==> src/rtl/down_counter_timer.sv <==
// Loadable down counter with one-cycle terminal-count pulse and optional
// periodic auto-reload from the last loaded value.
module down_counter_timer #(
    parameter int WIDTH = 4
) (
    input  logic             clk,
    input  logic             rst,
    input  logic             load,
    input  logic [WIDTH-1:0] load_val,
    input  logic             en,
    input  logic             auto_reload,
    output logic [WIDTH-1:0] counter,
    output logic             tc,
    output logic             busy
);

    localparam logic [1:0] S_IDLE = 2'd0;
    localparam logic [1:0] S_RUN  = 2'd1;
    localparam logic [1:0] S_DONE = 2'd2;

    localparam logic [WIDTH-1:0] ZERO = '0;
    localparam logic [WIDTH-1:0] ONE  = {{(WIDTH-1){1'b0}}, 1'b1};

    logic [1:0]       state_q,   state_d;
    logic [WIDTH-1:0] counter_q, counter_d;
    logic [WIDTH-1:0] reload_q,  reload_d;
    logic             tc_q,      tc_d;
    logic             busy_q,    busy_d;

    always_comb begin
        state_d   = state_q;
        counter_d = counter_q;
        reload_d  = reload_q;
        tc_d      = 1'b0;

        if (load) begin
            // A load pre-empts everything, including a coincident terminal event.
            counter_d = load_val;
            reload_d  = load_val;
            state_d   = (load_val != ZERO) ? S_RUN : S_IDLE;
        end else begin
            case (state_q)
                S_RUN: begin
                    if (en) begin
                        if (counter_q > ONE) begin
                            counter_d = counter_q - ONE;
                        end else if (counter_q == ONE) begin
                            tc_d = 1'b1;
                            if (auto_reload) begin
                                counter_d = reload_q;
                            end else begin
                                counter_d = ZERO;
                                state_d   = S_DONE;
                            end
                        end
                    end
                end
                S_IDLE, S_DONE: begin
                    state_d = state_q;
                end
                default: begin
                    state_d = S_IDLE;
                end
            endcase
        end

        busy_d = (state_d == S_RUN);
    end

    always_ff @(posedge clk) begin
        if (rst) begin
            state_q   <= S_IDLE;
            counter_q <= ZERO;
            reload_q  <= ZERO;
            tc_q      <= 1'b0;
            busy_q    <= 1'b0;
        end else begin
            state_q   <= state_d;
            counter_q <= counter_d;
            reload_q  <= reload_d;
            tc_q      <= tc_d;
            busy_q    <= busy_d;
        end
    end

    assign counter = counter_q;
    assign tc      = tc_q;
    assign busy    = busy_q;

endmodule

==> config.mk <==
export PLATFORM = sky130hd
export DESIGN_NAME = down_counter_timer
export DESIGN_NICKNAME = d
export VERILOG_FILES = /design/src/rtl/down_counter_timer.sv
export SDC_FILE = /design/constraint.sdc
export NUM_CORES = 1
export LEC_CHECK = 0
export CAP_MARGIN = 20
export CORE_MARGIN = 3
export CORE_UTILIZATION = 47
export CTS_BUF_LIST = sky130_fd_sc_hd__clkbuf_16
export DETAILED_ROUTE_END_ITERATION = 16
export PLACE_DENSITY = 0.86
export SLEW_MARGIN = 5
export SYNTH_ARGS = -nofsm -noshare
export SYNTH_HDL_FRONTEND = slang
export SYNTH_SLANG_ARGS = --single-unit
==> constraint.sdc <==
create_clock -name clk -period 2 [get_ports clk]
set_clock_uncertainty 0.2 [all_clocks]
set_input_delay 0.4 -clock clk [delete_from_list [all_inputs] [get_ports clk]]
set_output_delay 0.4 -clock clk [all_outputs]
set_load 0.01 [all_outputs]
# [Yosys cells after proc, flatten, opt, wreduce, memory -nomap -nowiden]
# Cells that the tools add are included.
[word_totals] wordCells=35 inputBits=9 register_bits=12 output_inout_bits=6
[classes] n_eq_ne=4 add_sub_neg=1 mux=14 bitwise_logic=2 magnitude_cmp=1 n_reduce_logical=8
[ops] cell="$mux W4" count=6
[ops] cell="$mux W2" count=5
[ops] cell="$reduce_or A5 Y1" count=1
[ops] cell="$eq A2 B1 Y1 const B" count=2
[ops] cell="$eq A4 B1 Y1 const B" count=1
[ops] cell="$gt A4 B1 Y1 const B" count=1
[ops] cell="$pmux W2 S2" count=1
[ops] cell="$reduce_bool A2 Y1" count=2
[ops] cell="$reduce_bool A4 Y1" count=1
[ops] cell="$sub A4 B1 Y4 const B" count=1
[ops] cell="$reduce_and A3 Y1" count=1
[ops] cell="$reduce_bool A3 Y1" count=1
[ops] cell="$eq A2 B2 Y1 const B" count=1
[ops] cell="$logic_not A2 Y1" count=1
[ops] cell="$mux W1" count=2
[ops] cell="$not A1 Y1" count=2
[ops] cell="$reduce_or A2 Y1" count=1

# [Depth between registers and ports, before layout]
[logic_depth] ltp_word=7 depth_mapped=6 depth_no_buf=6

# [Worst setup path before layout]
# OpenSTA, ideal clock, no wires.
[synth_timing] path_type="flip-flop to flip-flop" from="register counter_q[1], in the netlist counter[1]" to="register counter_q[0], in the netlist counter[0]" synth_period_minus_slack_ps=1778 path_buffers=0 t_required_ps=1714 path_stages_with_launch=7 slack_ps=222 setup_time_ps=86 t_arrival_ps=1491 path_cell_list="dfxtp_1 > inv_1 > ha_1 > and2b_4 > a21boi_4 > mux2_2 > a221oi_2"
[synth_via] elab_chain_cells=5 elab_cells_between_ends=8 classes_between="1 x order compare; 1 x eq/ne; 4 x mux; 2 x reduce/logical"
[synth_lines] element="from (decl)" line="25" text="logic [WIDTH-1:0] counter_q, counter_d;"
[synth_lines] element="from (signal assigned)" line="79" text="counter_q <= counter_d;"
[synth_lines] element="$gt A4 B1 Y1" line="45" text="if (counter_q > ONE) begin"
[synth_lines] element="$mux W4" line="45"
[synth_lines] element="$mux W4" line="44" text="if (en) begin"
[synth_lines] element="$mux W4" line="42" text="case (state_q)"
[synth_lines] element="$mux W4" line="36" text="if (load) begin"
# Parallel ways exist; a longest one is shown, timed or not. The select of a mux whose other input is x is not followed.
# A chain may end at the register's enable or synchronous reset.

# [Worst setup path in the final report]
[layout_timing] from="register counter_q[2], in the netlist counter[2]" to="output port counter[2]"
[layout_lines] element="to (decl)" line="12" text="output logic [WIDTH-1:0] counter,"
# No word-level cell between the ends.

==> summary.txt <==
Power and ir drop
  • Clock power frac: 47.2%
  • Switching share of power: 24.0%
  • Sw power: 0.000188 W
  • Leak Pwr: 0.351 nW
  • Power density of the placed cells: 844 nW/µm²
  • Internal power: 0.000593 W
  • VDD IR-drop max: 0.636 mV
  • Reg power frac: 34.1%
  • Gate power share: 18.8%

Hold path
  • Worst hold path class: flip-flop to flip-flop

Die
  • Die W: 43.1 µm
  • Die Area: 1850 µm²
  • Core ar.: 1200 µm²
  • Initial cell density of the core: 53.7%
  • Die height: 43.1 µm
  • Row count: 12
  • Num ports: 15

Synth
  • FFs w/ async S/R, synth: 0%
  • Gate Count Post-Synth: 72
  • Synth Flop Type: dfxtp_1
  • Number of enable flip-flop cells after synthesis: 0
  • Synth Cell Area: 646 µm²
  • Library cells used by synthesis: 33
  • Seq/Total Area, Yosys: 37.2%
  • Syn nets: 83
  • Synth warn: 0
  • Seq cells post-synth: 12
  • Mean Syn Cell Area: 8.97 µm²

STA
  • Worst relative slew slack: 72.7%
  • RSZ-0062 raised after global routing: no
  • Final Max Tran Viols: 0
  • Setup_tns: 0 ns
  • Slew at the pin closest to its max-slew limit: 0.404 ns
  • Hold slack: 0.265 ns
  • Fmax: 516 MHz
  • Tcrit/Tclk final: 97.0%
  • Final Hold Vio Count: 0
  • Setup violators final: 0
  • Crit path time final: 1.94 ns

CTS
  • Root buf cell: clkbuf_16
  • TritonCTS Buffers: 3
  • Post-CTS Hold Fix Bufs: 0
  • Clock sinks: 12
  • CTS tree: done
  • Clk slew on worst S/H paths: 0.04 ns
  • Clock latency on the worst-skew pair: 0.24 ns
  • CTS H-tree depth: 1
  • CTS Buffer Depth: 2

Route
  • Via density per instance: 5.88
  • Drt pass-1 iters: 4
  • Drt total wl: 1.62 mm
  • DRC viols: 0
  • Post-route ant nets: 0
  • DRT iter0 DRCs: 28
  • Routed len/inst: 15.0 µm
  • DR vias: 635

Setup path
  • Crit Path Max Fanout: 7
  • Critical Path Max Stage Delay: 0.60 ns
  • Buf+Inv Stages, Crit Path: 1
  • WP data arrival: 1.34 ns
  • Reg2Reg Setup Slack: 0.15 ns
  • CP endpoint kind: output pin
  • Req. time, crit path: 1.40 ns
  • CP startpoint kind: flip-flop
  • Delay-heaviest family, CP: buffers and inverters
  • Critical path class: flip-flop to output pin
  • Slowest-stage cell, CP: clkdlybuf4s50_1
  • Worst path cell trace: clkdlybuf4s50_1

Layout
  • Finished Layout Cells: 108
  • Fill cells: 93
  • Post-layout util: 77.0%
  • # diodes: 0
  • Multi-input logic area: 387 µm²
  • Nets: 106
  • Share of layout cells above drive strength 1: 20.2%
  • Area Overhead vs Synth: 43.2%
  • Commonest non-fill, non-tap cell in the layout: clkdlybuf4s50_1
  • Final instance area: 925 µm²
  • Most frequent cells in the layout: 14 x clkdlybuf4s50_1, 11 x dfxtp_1, 9 x nand2_1
  • Sequential Area: 241 µm²

Placement
  • Buffers on Ports: 14
  • Dpl cell area: 840 µm²
  • Post-DP HPWL: 1.14 mm
  • Placer Congestion: 0.816
  • Dpl cells: 104

GRT
  • Initial antenna violation count: 0
  • First-pass GRT wire length: 2.65 mm
  • Vias in the first global route: 613
  • GRT Residual Overflow: 0
  • GRT Overall Usage: 19.3%
  • Largest net degree at the start of global routing: 11

Run status
  • Outcome: finished clean

Flow run
  • Max cap viols: 0
state kept, by name, summed over array words and instances (netlist names):
name,count
counter,4
busy,1
tc,1
reload_q,4
state_q,2
power groups by stage:
stage / registers [W] / logic, W / clock network (W)
floorplan: 0.000273 / 0.0000770 / 0
global placement: 0.000268 / 0.000136 / 0
detailed placement: 0.000269 / 0.000140 / 0
CTS: 0.000265 / 0.000143 / 0.000373
global route: 0.000267 / 0.000158 / 0.000387
finish: 0.000266 / 0.000146 / 0.000368
cell type report:
cell class              count  area share (%)
repair buffers             20            20.0
clock inverters             1           0.406
flip-flops and latches     12            26.1
multi-input cells          54            41.8
clock buffers               3            8.12
inverters                   4            1.62
well taps                  14            1.89
stage by stage:
step | setup WS [ns] | power, W
2_1_floorplan | 0.222 | 0.000350
3_3_place_gp | 0.00710 | 0.000405
5_1_grt | 0.0169 | 0.000812
6_report | 0.0604 | 0.000780
3_5_place_dp | -0.0480 | 0.000409
4_1_cts | 0.0628 | 0.000780
worst paths after layout:
check              startpoint           to  depth (start not counted)
setup reg to reg   counter[0]   counter[0]                          6
hold / removal    reload_q[3]  reload_q[3]                          2
setup / recovery   counter[2]   counter[2]                          1
hold reg to reg   reload_q[3]  reload_q[3]                          2
cell usage after synthesis (all sizes together), types with 2 or more instances:
cell type | count | share of area (%)
ha | 2 | 3.9
o32ai | 2 | 3.9
a31oi | 2 | 1.9
nor3 | 6 | 4.7
a21oi | 6 | 4.7
nand2 | 9 | 5.2
nor2 | 5 | 4.1
or2 | 2 | 1.9
inv | 4 | 2.3
dfxtp | 12 | 37
nand4b | 3 | 4.1
cells by family after synthesis:
family	synth area share (%)
flip-flops	37.2
AND/OR/NAND/NOR	28.1
multiplexers	3.29
AO/OA/AOI/OAI	23.8
buffers and inverters	3.68
adder cells (fa/ha/maj)	3.88
layer usage:
layer	global-route usage, %	share of wire, %
met5	0	0
met4	12.0	2.4
met3	4.66	5.4
met2	28.7	44
met1	24.6	48
timing repair:
action	4_1_cts	5_1_grt
setup buffers	0	0
gates resized for setup	0	4
endpoints found under the setup margin	0	1
Power figures use the tool's default switching activity.
